<file path="src/rtl/parking_emu_pkg.sv">
// Shared types and sensor patterns for the parking-lot gate emulator.
package parking_emu_pkg;

   typedef enum logic [2:0] {
      IDLE     = 3'd0,
      S_FIRST  = 3'd1,
      S_BOTH   = 3'd2,
      S_SECOND = 3'd3,
      S_CLEAR  = 3'd4
   } emu_state_t;

   localparam logic [1:0] PAT_ENTER_FIRST = 2'b10;
   localparam logic [1:0] PAT_EXIT_FIRST  = 2'b01;
   localparam logic [1:0] PAT_BOTH        = 2'b11;
   localparam logic [1:0] PAT_CLEAR       = 2'b00;

   // {a,b} shown while in a given state; dir = 1 mirrors the enter pattern.
   function automatic logic [1:0] state_pattern(input emu_state_t st, input logic dir);
      logic [1:0] pat;
      case (st)
         S_FIRST:  pat = dir ? PAT_EXIT_FIRST : PAT_ENTER_FIRST;
         S_BOTH:   pat = PAT_BOTH;
         S_SECOND: pat = dir ? PAT_ENTER_FIRST : PAT_EXIT_FIRST;
         default:  pat = PAT_CLEAR;
      endcase
      return pat;
   endfunction

endpackage

</file>
<file path="src/rtl/parking_sensor_emulator_phase_timer.sv">
// Per-phase down-counter; a zero length is stretched to one cycle.
module phase_timer #(
   parameter int DWELL_W = 8
) (
   input  logic               clk,
   input  logic               reset,
   input  logic               load,
   input  logic [DWELL_W-1:0] length,
   output logic               expire
);

   logic [DWELL_W-1:0] count_q;
   logic [DWELL_W-1:0] count_d;

   // Load max(length,1)-1 on phase entry, then count down and hold at zero.
   always_comb begin
      count_d = count_q;
      if (load) begin
         if (length == '0) begin
            count_d = '0;
         end else begin
            count_d = length - DWELL_W'(1);
         end
      end else if (count_q != '0) begin
         count_d = count_q - DWELL_W'(1);
      end else begin
         count_d = count_q;
      end
   end

   // Counter register.
   always_ff @(posedge clk or negedge reset) begin
      if (!reset) begin
         count_q <= '0;
      end else begin
         count_q <= count_d;
      end
   end

   assign expire = (count_q == '0);

endmodule

</file>
<file path="src/rtl/parking_sensor_emulator.sv">
// Emulates photosensors a/b for one car entering, exiting or balking per start request.
module parking_sensor_emulator
   import parking_emu_pkg::*;
#(
   parameter int DWELL_W = 8
) (
   input  logic               clk,
   input  logic               reset,
   input  logic               start,
   input  logic               dir,
   input  logic               balk,
   input  logic [DWELL_W-1:0] dwell,
   input  logic               abort,
   output logic               a,
   output logic               b,
   output logic               busy,
   output logic               done
);

   emu_state_t         state_q, state_d;
   logic               dir_q, dir_d;
   logic               balk_q, balk_d;
   logic               backed_q, backed_d;
   logic [DWELL_W-1:0] dwell_q, dwell_d;
   logic [1:0]         ab_q, ab_d;
   logic               busy_q, busy_d;
   logic               done_q, done_d;
   logic               load_s;
   logic               expire_s;
   logic [DWELL_W-1:0] timer_len_s;

   // The start edge must load the live dwell since the latch is not yet updated.
   assign timer_len_s = (state_q == IDLE) ? dwell : dwell_q;

   phase_timer #(.DWELL_W(DWELL_W)) u_timer (
      .clk    (clk),
      .reset  (reset),
      .load   (load_s),
      .length (timer_len_s),
      .expire (expire_s)
   );

   // Next-state, latch capture and registered-output values.
   always_comb begin
      state_d  = state_q;
      dir_d    = dir_q;
      balk_d   = balk_q;
      backed_d = backed_q;
      dwell_d  = dwell_q;
      load_s   = 1'b0;
      done_d   = 1'b0;
      if ((state_q != IDLE) && abort) begin
         state_d = IDLE;
      end else begin
         case (state_q)
            IDLE: begin
               if (start) begin
                  dir_d    = dir;
                  balk_d   = balk;
                  dwell_d  = dwell;
                  backed_d = 1'b0;
                  load_s   = 1'b1;
                  state_d  = S_FIRST;
               end else begin
                  state_d = IDLE;
               end
            end
            S_FIRST: begin
               if (expire_s) begin
                  load_s  = 1'b1;
                  state_d = backed_q ? S_CLEAR : S_BOTH;
               end else begin
                  state_d = S_FIRST;
               end
            end
            S_BOTH: begin
               if (expire_s) begin
                  load_s   = 1'b1;
                  backed_d = balk_q;
                  state_d  = balk_q ? S_FIRST : S_SECOND;
               end else begin
                  state_d = S_BOTH;
               end
            end
            S_SECOND: begin
               if (expire_s) begin
                  load_s  = 1'b1;
                  state_d = S_CLEAR;
               end else begin
                  state_d = S_SECOND;
               end
            end
            S_CLEAR: begin
               if (expire_s) begin
                  state_d = IDLE;
                  done_d  = 1'b1;
               end else begin
                  state_d = S_CLEAR;
               end
            end
            default: begin
               state_d = IDLE;
            end
         endcase
      end
      ab_d   = state_pattern(state_d, dir_d);
      busy_d = (state_d != IDLE);
   end

   // State, latched event parameters and output registers.
   always_ff @(posedge clk or negedge reset) begin
      if (!reset) begin
         state_q  <= IDLE;
         dir_q    <= 1'b0;
         balk_q   <= 1'b0;
         backed_q <= 1'b0;
         dwell_q  <= '0;
         ab_q     <= 2'b00;
         busy_q   <= 1'b0;
         done_q   <= 1'b0;
      end else begin
         state_q  <= state_d;
         dir_q    <= dir_d;
         balk_q   <= balk_d;
         backed_q <= backed_d;
         dwell_q  <= dwell_d;
         ab_q     <= ab_d;
         busy_q   <= busy_d;
         done_q   <= done_d;
      end
   end

   assign a    = ab_q[1];
   assign b    = ab_q[0];
   assign busy = busy_q;
   assign done = done_q;

endmodule
</file>
<file path="config.mk">
export PLATFORM = sky130hd
export DESIGN_NAME = parking_sensor_emulator
export DESIGN_NICKNAME = d
export VERILOG_FILES = /design/src/rtl/parking_emu_pkg.sv /design/src/rtl/parking_sensor_emulator_phase_timer.sv /design/src/rtl/parking_sensor_emulator.sv
export SDC_FILE = /design/constraint.sdc
export NUM_CORES = 1
export LEC_CHECK = 0
export ABC_CLOCK_PERIOD_IN_PS = 3000
export BUFFER_PORTS_ARGS = -buffer_cell sky130_fd_sc_hd__buf_2
export CORE_UTILIZATION = 52
export DETAILED_ROUTE_END_ITERATION = 10
export PLACE_DENSITY_LB_ADDON = 0.3
export SYNTH_ARGS = -nofsm -noshare
export SYNTH_HDL_FRONTEND = slang
export SYNTH_HIERARCHICAL = 1
export SYNTH_SLANG_ARGS = --single-unit
</file>
<file path="constraint.sdc">
create_clock -name clk -period 3 [get_ports clk]
set_input_delay 0.9 -clock clk [delete_from_list [all_inputs] [get_ports clk]]
set_output_delay 0.9 -clock clk [all_outputs]
set_load 0.03 [all_outputs]
</file>
==> results of run 1 <==
-- cells by family after synthesis --
kind of cell / Yosys count / share of synthesized area
and+or+nand+nor: 42 / 0.156
AOI/OAI and AO/OA: 29 / 0.133
DFF: 26 / 0.409
muxes: 25 / 0.176
buffers and inverters: 16 / 0.0472
xor gates and xnor gates: 10 / 0.0550
adders and majority gates: 3 / 0.0236
-- area by class of cell --
class | count | area share
inverters | 10 | 0.0215
clock buffers | 3 | 0.0129
well taps | 31 | 0.0222
flip-flops and latches | 26 | 0.373
multi-input cells | 109 | 0.496
repair buffers | 23 | 0.0746
-- sequential cells by signal, indices dropped and copies added, names as in the netlist --
name / flops
busy: 1
state_q: 3
balk_q: 1
dir_q: 1
ab_q: 2
backed_q: 1
done: 1
u_timer/count_q: 8
dwell_q: 8
-- where the power goes --
part | switching, uW | internal, uW
registers | 87.1 | 493
logic | 427 | 413
clock network | 95.4 | 46.8
total | 610 | 953
-- critical path: cells and delay by family (launching register included) --
| family | cells | cell delay (ps) |
|---|---|---|
| flip-flops | 1 | 390 |
| multiplexers | 2 | 720 |
| AO/OA/AOI/OAI | 1 | 230 |
| AND/OR/NAND/NOR | 4 | 1160 |
| buffers and inverters | 1 | 170 |
-- worst max path at each step --
stage               cells past startpoint                  to       start  slack (ps)
detailed placement                      8  u_timer/count_q[7]  state_q[1]         240
floorplan                               8  u_timer/count_q[7]  state_q[1]          60
global route                            8  u_timer/count_q[7]  state_q[0]         120
CTS                                     8  u_timer/count_q[7]  state_q[1]         220
global placement                        8  u_timer/count_q[7]  state_q[0]         300
finish                                  8  u_timer/count_q[7]  state_q[0]         230
-- metrics by stage --
stage / instance area (sq um) / hold slack, ps / std cells / util
3_5_place_dp: 1720 / 494 / 199 / 0.609
2_1_floorplan: 1590 / 460 / 151 / -
4_1_cts: 1750 / 524 / 202 / 0.617
5_1_grt: 1750 / 535 / 202 / 0.617
3_3_place_gp: 1720 / 482 / 199 / 0.609
6_report: 1750 / 517 / 202 / 0.617
-- synthesized netlist by cell type (3+ instances only) --
master,count,area (sq um)
sky130_fd_sc_hd__inv_1,9,33.8
sky130_fd_sc_hd__nor3_1,3,15.0
sky130_fd_sc_hd__mux2_2,19,214
sky130_fd_sc_hd__nor2_1,13,48.8
sky130_fd_sc_hd__nand2b_1,4,25.0
sky130_fd_sc_hd__clkbuf_1,4,15.0
sky130_fd_sc_hd__o21ai_0,3,15.0
sky130_fd_sc_hd__xnor2_1,10,87.6
sky130_fd_sc_hd__o22ai_1,4,25.0
sky130_fd_sc_hd__nor3b_1,4,30.0
sky130_fd_sc_hd__mux2i_1,4,40.0
sky130_fd_sc_hd__a21oi_1,10,50.1
sky130_fd_sc_hd__ha_1,3,37.5
sky130_fd_sc_hd__nand2_1,5,18.8
sky130_fd_sc_hd__dfrtp_1,26,651
-- routing by layer --
metal / GRT usage / wire (microns) / vias to the layer above / share of wire
met2: 0.346 / 1510 / 26 / 0.51
met4: 0.0627 / 17 / 0 / 0.0057
met1: 0.248 / 1350 / 592 / 0.46
met3: 0.0204 / 87 / 2 / 0.029
met5: 0 / 0 / - / 0
li1: - / - / 582 / -
-- cells in the final DEF (no fill, tap or decap), types with 4 or more instances in the layout --
master,count
sky130_fd_sc_hd__mux2_2,19
sky130_fd_sc_hd__o22ai_1,4
sky130_fd_sc_hd__nor2_1,13
sky130_fd_sc_hd__xnor2_1,10
sky130_fd_sc_hd__buf_2,17
sky130_fd_sc_hd__nand2b_1,4
sky130_fd_sc_hd__inv_1,9
sky130_fd_sc_hd__nand2_1,5
sky130_fd_sc_hd__dfrtp_1,26
sky130_fd_sc_hd__a21oi_1,10
sky130_fd_sc_hd__mux2i_1,4
sky130_fd_sc_hd__buf_4,6
sky130_fd_sc_hd__nor3b_1,4
==> impl_metrics.prom, run 1 <==
# TYPE chip_impl_metric gauge
chip_impl_metric{name="fmax",unit="GHz"} 0.361
chip_impl_metric{name="async_flop_share",unit=""} 1.00
chip_impl_info{name="timing.critical_path.slowest_stage_cell",value="sky130_fd_sc_hd__or4_4"} 1
chip_impl_metric{name="post-layout-total-power",unit="uW"} 1560
chip_impl_metric{name="fin_tns_setup",unit="ps"} 0
chip_impl_metric{name="final_period_minus_worst_setup_slack",unit="ps"} 2770
chip_impl_metric{name="areaGrowthSynthToFinish",unit="%"} 9.67
chip_impl_metric{name="initial_core_util",unit=""} 0.563
chip_impl_metric{name="yosysUniqueCellTypes",unit=""} 39
chip_impl_metric{name="clock_tree.buffer_depth",unit=""} 2
chip_impl_metric{name="worst-r2r-cell-count",unit=""} 8
chip_impl_metric{name="detail-route-antenna-nets",unit=""} 0
chip_impl_metric{name="floorplan.die.height",unit="microns"} 57.3
chip_impl_metric{name="placement.setup.worst_slack",unit="ps"} 244
chip_impl_metric{name="grtUsageTotal",unit=""} 0.194
chip_impl_info{name="violations_in_the_final_reports",value="design-rule violations"} 1
chip_impl_metric{name="grt_max_degree",unit=""} 27
chip_impl_info{name="min_delay_worst_endpoint",value="dwell_q[2]"} 1
chip_impl_metric{name="core-area",unit="sq mm"} 0.00283
chip_impl_metric{name="p_leak",unit="uW"} 0.000744
chip_impl_metric{name="die_x",unit="microns"} 57.3
chip_impl_metric{name="global_route_wire_length_before_repair",unit="microns"} 4960
chip_impl_metric{name="cts_made_buffers",unit=""} 3
chip_impl_metric{name="yosysSeqAreaShare",unit=""} 0.409
chip_impl_info{name="r2r_end",value="u_timer/count_q[7]"} 1
chip_impl_metric{name="cts-resized-gates",unit=""} 0
chip_impl_metric{name="port_buffers",unit=""} 17
chip_impl_metric{name="number_of_register_bits_inferred_by_synthesis",unit=""} 26
chip_impl_metric{name="vias",unit=""} 1202
chip_impl_metric{name="fillCellCount",unit=""} 237
chip_impl_metric{name="multiInputGateArea",unit="sq um"} 866
chip_impl_metric{name="power_density",unit="mW/mm^2"} 895
chip_impl_info{name="yosys_most_used_dff",value="sky130_fd_sc_hd__dfrtp_1"} 1
chip_impl_metric{name="timing.max_slew.rel_slack",unit=""} 0.623
chip_impl_metric{name="cts_hold_buffers",unit=""} 0
chip_impl_info{name="cts_tree",value="done"} 1
chip_impl_metric{name="drv_slew",unit=""} 0
chip_impl_info{name="type_of_destination_of_the_critical_path",value="flop"} 1
chip_impl_metric{name="finalNetCount",unit=""} 190
chip_impl_info{name="worstSetupPathType",value="flop to flop"} 1
chip_impl_metric{name="max_slew.worst_pin.slew",unit="ps"} 565
chip_impl_metric{name="count_of_pins_on_the_block_boundary",unit=""} 18
chip_impl_metric{name="yosysWarningCount",unit=""} 6
chip_impl_metric{name="hold-path-cell-count",unit=""} 1
chip_impl_metric{name="cts_post_setup_buffers_inserted",unit=""} 0
chip_impl_metric{name="gpl.final_weighted_congestion",unit=""} 0.824
chip_impl_metric{name="postSynthCellCount",unit=""} 151
chip_impl_metric{name="drc_errors",unit=""} 2
chip_impl_metric{name="net_count_of_the_mapped_netlist",unit=""} 168
chip_impl_metric{name="number_of_clock_sinks",unit=""} 26
chip_impl_metric{name="synth_enable_flop_cells",unit=""} 0
chip_impl_metric{name="period_share",unit=""} 0.923
chip_impl_metric{name="final_hold_violating_endpoints",unit=""} 0
chip_impl_metric{name="path_max_fanout",unit=""} 8
chip_impl_metric{name="max_stage_delay",unit="ps"} 570
chip_impl_metric{name="timing.reg2reg.setup_slack",unit="ps"} 230
chip_impl_metric{name="final-setup-viol-count",unit=""} 0
chip_impl_info{name="run_status",value="complete, but fails checks"} 1
chip_impl_info{name="startpoint_type_of_the_worst_setup_path",value="flop"} 1
chip_impl_metric{name="irDropWorstVdd",unit="V"} 0.000398
chip_impl_metric{name="hpwlAfterDp",unit="microns"} 2220
chip_impl_metric{name="cts.clk_slew.worst_paths",unit="ps"} 130
chip_impl_metric{name="cp_data_arrival_time",unit="ps"} 2980
chip_impl_metric{name="grt.overflow.total",unit=""} 0
chip_impl_metric{name="avgSynthCellArea",unit="sq um"} 10.5
chip_impl_metric{name="htreeDepth",unit=""} 1
chip_impl_metric{name="drt_wl_total",unit="microns"} 2960
chip_impl_metric{name="dr.pass1.iters",unit=""} 7
chip_impl_metric{name="final_layout_size_suffix_gt1_frac",unit=""} 0.316
chip_impl_metric{name="mappedNetlistArea",unit="sq mm"} 0.00159
chip_impl_info{name="critical_path.cell_chain",value="or2_2 -> nor2_1 -> buf_4 -> mux2_2 -> or4_4 -> nor4_2 -> mux2_1 -> a22o_1"} 1
chip_impl_info{name="rsz_0062_raised_after_global_routing",value="no"} 1
chip_impl_info{name="root_buffer",value="sky130_fd_sc_hd__clkbuf_4"} 1
chip_impl_metric{name="crit_required",unit="ps"} 3210
chip_impl_metric{name="core.rowCount",unit=""} 19
chip_impl_metric{name="fp.dieArea",unit="sq mm"} 0.00329
chip_impl_metric{name="initial_antenna_violation_count",unit=""} 0
chip_impl_metric{name="maxCapViolCount",unit=""} 0
chip_impl_metric{name="finalWorstSetupSlack",unit="ps"} 232
chip_impl_metric{name="detail_route.wl_per_cell",unit="microns"} 14.7
chip_impl_metric{name="starting_drc_count_in_detailed_routing",unit=""} 36
chip_impl_metric{name="clock_latency",unit="ps"} 310
chip_impl_metric{name="vias_per_cell",unit=""} 5.95
chip_impl_metric{name="final.setup_skew",unit="ps"} 2.84
chip_impl_metric{name="antenna-diode-count",unit=""} 0
chip_impl_info{name="hp-start",value="dwell_q[2]"} 1
chip_impl_info{name="hp-class",value="flop to flop"} 1
chip_impl_metric{name="ff_latch_area",unit="sq um"} 651
chip_impl_metric{name="vias_in_the_first_global_route",unit=""} 1135
chip_impl_info{name="regToRegStartpoint",value="state_q[0]"} 1
Note: power is estimated with default switching activity, not from simulation.
==> run 2, diff against run 1 <==
Settings changed: PLACE_DENSITY_LB_ADDON 0.3 to 0.08.
==> impl_metrics.prom, run 2 (synthesis results as in run 1) <==
# TYPE chip_impl_metric gauge
chip_impl_metric{name="final_layout_size_suffix_gt1_frac",unit=""} 0.320
chip_impl_metric{name="final_hold_violating_endpoints",unit=""} 0
chip_impl_metric{name="max_stage_delay",unit="ps"} 580
chip_impl_metric{name="detail_route.wl_per_cell",unit="microns"} 14.6
chip_impl_info{name="mostFrequentLayoutCell",value="sky130_fd_sc_hd__dfrtp_1"} 1
chip_impl_metric{name="final.hold.worst_slack",unit="ps"} 518
chip_impl_metric{name="cts_made_buffers",unit=""} 3
chip_impl_metric{name="dr.pass1.iters",unit=""} 8
chip_impl_metric{name="fp.dieArea",unit="sq mm"} 0.00329
chip_impl_metric{name="finalNetCount",unit=""} 190
chip_impl_metric{name="vias",unit=""} 1185
chip_impl_metric{name="core-area",unit="sq mm"} 0.00283
chip_impl_info{name="cts_tree",value="done"} 1
chip_impl_metric{name="irDropWorstVdd",unit="V"} 0.000436
chip_impl_metric{name="placed_cell_area",unit="sq mm"} 0.00172
chip_impl_metric{name="drv_slew",unit=""} 0
chip_impl_metric{name="period_share",unit=""} 0.922
chip_impl_info{name="hp-class",value="flop to flop"} 1
chip_impl_metric{name="cp.buffers_inverters",unit=""} 1
chip_impl_metric{name="multiInputGateArea",unit="sq um"} 866
chip_impl_metric{name="htreeDepth",unit=""} 1
chip_impl_metric{name="cts.clk_slew.worst_paths",unit="ps"} 140
chip_impl_metric{name="detail-route-antenna-nets",unit=""} 0
chip_impl_metric{name="initial_antenna_violation_count",unit=""} 0
chip_impl_metric{name="cts_hold_buffers",unit=""} 0
chip_impl_metric{name="floorplan.die.height",unit="microns"} 57.3
chip_impl_metric{name="gpl.final_weighted_congestion",unit=""} 0.760
chip_impl_metric{name="fin_tns_setup",unit="ps"} 0
chip_impl_metric{name="vias_in_the_first_global_route",unit=""} 1195
chip_impl_metric{name="drt_wl_total",unit="microns"} 2960
chip_impl_metric{name="hpwlAfterDp",unit="microns"} 2220
chip_impl_metric{name="fmax",unit="GHz"} 0.362
chip_impl_metric{name="timing.max_slew.rel_slack",unit=""} 0.622
chip_impl_metric{name="areaGrowthSynthToFinish",unit="%"} 10.5
chip_impl_info{name="root_buffer",value="sky130_fd_sc_hd__clkbuf_4"} 1
chip_impl_metric{name="initial_core_util",unit=""} 0.563
chip_impl_info{name="critical_path.cell_chain",value="or2_2 -> nor2_1 -> buf_4 -> mux2_2 -> or4_4 -> nor4_2 -> mux2_1 -> a22o_1"} 1
chip_impl_metric{name="worst-path-stages",unit=""} 8
chip_impl_metric{name="cp_data_arrival_time",unit="ps"} 2990
chip_impl_metric{name="power_density",unit="mW/mm^2"} 907
chip_impl_info{name="run_status",value="complete, but fails checks"} 1
chip_impl_metric{name="ff_latch_area",unit="sq um"} 651
chip_impl_metric{name="drc_errors",unit=""} 1
chip_impl_metric{name="fillCellCount",unit=""} 241
chip_impl_metric{name="maxCapViolCount",unit=""} 0
chip_impl_metric{name="grt_max_degree",unit=""} 27
chip_impl_metric{name="max_slew.worst_pin.slew",unit="ps"} 567
chip_impl_metric{name="grt.overflow.total",unit=""} 0
chip_impl_metric{name="number_of_clock_sinks",unit=""} 26
chip_impl_metric{name="p_leak",unit="uW"} 0.000751
chip_impl_metric{name="finalInstanceArea",unit="sq mm"} 0.00176
chip_impl_metric{name="clock_tree.buffer_depth",unit=""} 2
chip_impl_info{name="worstSetupPathType",value="flop to flop"} 1
chip_impl_metric{name="grtUsageTotal",unit=""} 0.207
chip_impl_metric{name="final-setup-viol-count",unit=""} 0
chip_impl_metric{name="port_buffers",unit=""} 17
chip_impl_info{name="timing.critical_path.max_delay_family",value="simple AND/OR/NAND/NOR gates"} 1
chip_impl_metric{name="hold-path-cell-count",unit=""} 2
chip_impl_metric{name="worst-r2r-cell-count",unit=""} 8
chip_impl_metric{name="die_x",unit="microns"} 57.3
chip_impl_metric{name="global_route_wire_length_before_repair",unit="microns"} 5180
chip_impl_metric{name="final_period_minus_worst_setup_slack",unit="ps"} 2770
chip_impl_metric{name="placed_cells",unit=""} 199
chip_impl_metric{name="crit_required",unit="ps"} 3220
chip_impl_metric{name="path_max_fanout",unit=""} 8
chip_impl_info{name="violations_in_the_final_reports",value="design-rule violations"} 1
chip_impl_metric{name="clock_latency",unit="ps"} 320
chip_impl_metric{name="antenna-diode-count",unit=""} 0
chip_impl_metric{name="cts-resized-gates",unit=""} 0
chip_impl_metric{name="post-layout-total-power",unit="uW"} 1600
chip_impl_metric{name="starting_drc_count_in_detailed_routing",unit=""} 44
chip_impl_info{name="mostFrequentLayoutCells",value="sky130_fd_sc_hd__dfrtp_1, sky130_fd_sc_hd__mux2_2, sky130_fd_sc_hd__buf_2"} 1
chip_impl_metric{name="final_cell_count_no_fill",unit=""} 203
chip_impl_metric{name="core.rowCount",unit=""} 19
chip_impl_metric{name="count_of_pins_on_the_block_boundary",unit=""} 18
chip_impl_info{name="timing.critical_path.slowest_stage_cell",value="sky130_fd_sc_hd__or4_4"} 1
chip_impl_info{name="rsz_0062_raised_after_global_routing",value="no"} 1
chip_impl_metric{name="vias_per_cell",unit=""} 5.84
chip_impl_metric{name="final.setup_skew",unit="ps"} 7.62
chip_impl_info{name="startpoint_type_of_the_worst_setup_path",value="flop"} 1
chip_impl_info{name="type_of_destination_of_the_critical_path",value="flop"} 1
chip_impl_metric{name="cts_post_setup_buffers_inserted",unit=""} 0
chip_impl_info{name="largest_registers",value="dwell_q x8, u_timer/count_q x8, state_q x3"} 1
==> run 2: cell types whose count changed in the layout (fill, tap and decap cells not counted) <==
| cell | previous run | this run |
|---|---|---|
| sky130_fd_sc_hd__clkbuf_8 | 0 | 1 |
==> run 2: per-layer routing <==
layer,vias to the layer above,global-route usage,share of wire
li1,583,-,-
met1,576,0.247,0.44
met2,24,0.382,0.52
met3,2,0.0204,0.032
met4,0,0.0836,0.0098
met5,-,0,0
==> run 2: report_power, final <==
part,switching (uW),internal (uW),total (uW)
clock,103,74.1,177
sequential,87.5,493,580
combinational,424,414,838
==> run 2: worst register-to-register path, cell delays in order, from the launching register on <==
cell,delay (ps)
sky130_fd_sc_hd__dfrtp_1,400
sky130_fd_sc_hd__or2_2,310
sky130_fd_sc_hd__nor2_1,90
sky130_fd_sc_hd__buf_4,170
sky130_fd_sc_hd__mux2_2,360
sky130_fd_sc_hd__or4_4,580
sky130_fd_sc_hd__nor4_2,180
sky130_fd_sc_hd__mux2_1,350
sky130_fd_sc_hd__a22o_1,230
==> run 2: worst paths after layout <==
kind | slack [ps] | start | end
max | 230 | state_q[0] | u_timer/count_q[7]
min | 520 | backed_q | backed_q
max reg2reg | 230 | state_q[0] | u_timer/count_q[7]
min reg2reg | 520 | backed_q | backed_q
max in group asynchronous | 2070 | reset | u_timer/count_q[2]
min in group asynchronous | 550 | reset | dwell_q[6]
==> run 2: metrics by stage <==
step	util	worst slack, ps
after global placement	0.609	297
after floorplan	-	57.7
after detailed placement	0.609	255
after CTS	0.622	230
after global routing	0.622	75.9
final	0.622	234
==> run 2: final cells by class <==
type	count	area share
tap	31	0.0220
sequential	26	0.370
clock buffer	4	0.0206
timing repair buffer	23	0.0740
inverter	10	0.0213
multi-input combinational	109	0.492
==> run 3, diff against run 2 <==
Settings changed: RECOVER_POWER set to 25.
==> impl_metrics.prom, run 3 (synthesis results as in run 1) <==
# TYPE chip_impl_metric gauge
chip_impl_metric{name="grt.overflow.total",unit=""} 0
chip_impl_metric{name="die_x",unit="microns"} 57.3
chip_impl_info{name="mostFrequentLayoutCells",value="sky130_fd_sc_hd__dfrtp_1, sky130_fd_sc_hd__mux2_2, sky130_fd_sc_hd__buf_2"} 1
chip_impl_metric{name="fmax",unit="GHz"} 0.362
chip_impl_metric{name="irDropWorstVdd",unit="V"} 0.000436
chip_impl_metric{name="clock_latency",unit="ps"} 320
chip_impl_metric{name="placement.setup.worst_slack",unit="ps"} 255
chip_impl_metric{name="clock_tree.buffer_depth",unit=""} 2
chip_impl_metric{name="detail_route.wl_per_cell",unit="microns"} 14.6
chip_impl_metric{name="final_hold_violating_endpoints",unit=""} 0
chip_impl_metric{name="hpwlAfterDp",unit="microns"} 2220
chip_impl_info{name="violations_in_the_final_reports",value="design-rule violations"} 1
chip_impl_info{name="type_of_destination_of_the_critical_path",value="flop"} 1
chip_impl_metric{name="count_of_pins_on_the_block_boundary",unit=""} 18
chip_impl_metric{name="cts.clk_slew.worst_paths",unit="ps"} 140
chip_impl_metric{name="final_period_minus_worst_setup_slack",unit="ps"} 2770
chip_impl_metric{name="global_route_wire_length_before_repair",unit="microns"} 5180
chip_impl_metric{name="p_leak",unit="uW"} 0.000749
chip_impl_metric{name="antenna-diode-count",unit=""} 0
chip_impl_metric{name="final-setup-viol-count",unit=""} 0
chip_impl_metric{name="floorplan.die.height",unit="microns"} 57.3
chip_impl_metric{name="detail-route-antenna-nets",unit=""} 0
chip_impl_metric{name="initial_core_util",unit=""} 0.563
chip_impl_metric{name="fp.dieArea",unit="sq mm"} 0.00329
chip_impl_metric{name="final.setup_skew",unit="ps"} 7.62
chip_impl_info{name="largest_registers",value="dwell_q x8, u_timer/count_q x8, state_q x3"} 1
chip_impl_metric{name="finalWorstSetupSlack",unit="ps"} 234
chip_impl_metric{name="vias",unit=""} 1185
chip_impl_info{name="hp-class",value="flop to flop"} 1
chip_impl_info{name="worstSetupPathType",value="flop to flop"} 1
chip_impl_info{name="cts_tree",value="done"} 1
chip_impl_metric{name="dr.pass1.iters",unit=""} 8
chip_impl_metric{name="path_max_fanout",unit=""} 8
chip_impl_metric{name="vias_in_the_first_global_route",unit=""} 1195
chip_impl_metric{name="vias_per_cell",unit=""} 5.84
chip_impl_metric{name="core-area",unit="sq mm"} 0.00283
chip_impl_metric{name="final_layout_size_suffix_gt1_frac",unit=""} 0.314
chip_impl_metric{name="crit_required",unit="ps"} 3220
chip_impl_metric{name="port_buffers",unit=""} 17
chip_impl_info{name="mostFrequentLayoutCell",value="sky130_fd_sc_hd__dfrtp_1"} 1
chip_impl_metric{name="drc_errors",unit=""} 1
chip_impl_info{name="run_status",value="complete, but fails checks"} 1
chip_impl_metric{name="drv_slew",unit=""} 0
chip_impl_metric{name="core.rowCount",unit=""} 19
chip_impl_metric{name="grt_max_degree",unit=""} 27
chip_impl_info{name="startpoint_type_of_the_worst_setup_path",value="flop"} 1
chip_impl_metric{name="grtUsageTotal",unit=""} 0.207
chip_impl_metric{name="htreeDepth",unit=""} 1
chip_impl_metric{name="max_slew.worst_pin.slew",unit="ps"} 1360
chip_impl_metric{name="power_density",unit="mW/mm^2"} 908
chip_impl_metric{name="areaGrowthSynthToFinish",unit="%"} 10.5
chip_impl_metric{name="cp_data_arrival_time",unit="ps"} 2990
chip_impl_metric{name="final.hold.worst_slack",unit="ps"} 518
chip_impl_metric{name="cts_made_buffers",unit=""} 3
chip_impl_info{name="rsz_0062_raised_after_global_routing",value="no"} 1
chip_impl_metric{name="timing.max_slew.rel_slack",unit=""} 0.0933
chip_impl_metric{name="gpl.final_weighted_congestion",unit=""} 0.760
chip_impl_metric{name="fin_tns_setup",unit="ps"} 0
chip_impl_metric{name="starting_drc_count_in_detailed_routing",unit=""} 44
chip_impl_metric{name="period_share",unit=""} 0.922
chip_impl_metric{name="cts_hold_buffers",unit=""} 0
chip_impl_metric{name="initial_antenna_violation_count",unit=""} 0
chip_impl_info{name="root_buffer",value="sky130_fd_sc_hd__clkbuf_4"} 1
chip_impl_metric{name="finalNetCount",unit=""} 190
chip_impl_metric{name="drt_wl_total",unit="microns"} 2960
chip_impl_metric{name="cts_post_setup_buffers_inserted",unit=""} 0
chip_impl_metric{name="number_of_clock_sinks",unit=""} 26
chip_impl_metric{name="cts-resized-gates",unit=""} 0
chip_impl_metric{name="maxCapViolCount",unit=""} 0
run 3: cell types whose count changed in the layout (fill, tap and decap cells not counted), sizes merged:
cell    before  now
clkbuf       4    5
buf         23   22
run 3: final timing paths:
check / to / slack, ps / cells past startpoint / from
setup / recovery: u_timer/count_q[7] / 230 / 8 / state_q[0]
hold / removal: backed_q / 520 / 2 / backed_q
setup reg to reg: u_timer/count_q[7] / 230 / 8 / state_q[0]
hold reg to reg: backed_q / 520 / 2 / backed_q
max in group asynchronous: u_timer/count_q[2] / 1350 / 1 / reset
min in group asynchronous: dwell_q[6] / 850 / 1 / reset
run 3: cell type report:
| class | instances | area (sq um) |
|---|---|---|
| timing repair buffer | 23 | 129 |
| sequential | 26 | 651 |
| tap | 31 | 38.8 |
| fill | 239 | 1070 |
| clock buffer | 4 | 36.3 |
| multi-input combinational | 109 | 866 |
| inverter | 10 | 37.5 |
run 3: where the power goes:
part | switching, uW | total (uW) | internal [uW]
logic | 424 | 838 | 414
registers | 87.5 | 580 | 493
clock network | 103 | 177 | 74.1
total | 615 | 1600 | 981
run 3: layer usage:
metal  vias to the layer above  part of all wire  GRT usage
met4                         0            0.0098     0.0836
li1                        583                 -          -
met3                         2             0.033     0.0204
met2                        24              0.52      0.382
met5                         -                 0          0
met1                       576              0.43      0.247
run 3: critical path, cell delays in order (launching register included):
cell and delay (ps):
sky130_fd_sc_hd__dfrtp_1 400, sky130_fd_sc_hd__or2_2 310, sky130_fd_sc_hd__nor2_1 90, sky130_fd_sc_hd__buf_4 170, sky130_fd_sc_hd__mux2_2 360, sky130_fd_sc_hd__or4_4 580, sky130_fd_sc_hd__nor4_2 180, sky130_fd_sc_hd__mux2_1 350
sky130_fd_sc_hd__a22o_1 230
run 3: metrics by stage:
| step | area, sq um | power (uW) | instances | utilization |
|---|---|---|---|---|
| after floorplan | 1590 | 1250 | 151 | - |
| after global placement | 1720 | 1400 | 199 | 0.609 |
| after detailed placement | 1720 | 1430 | 199 | 0.609 |
| after CTS | 1760 | 1610 | 203 | 0.622 |
| after global routing | 1760 | 1720 | 203 | 0.621 |
| final | 1760 | 1600 | 203 | 0.621 |
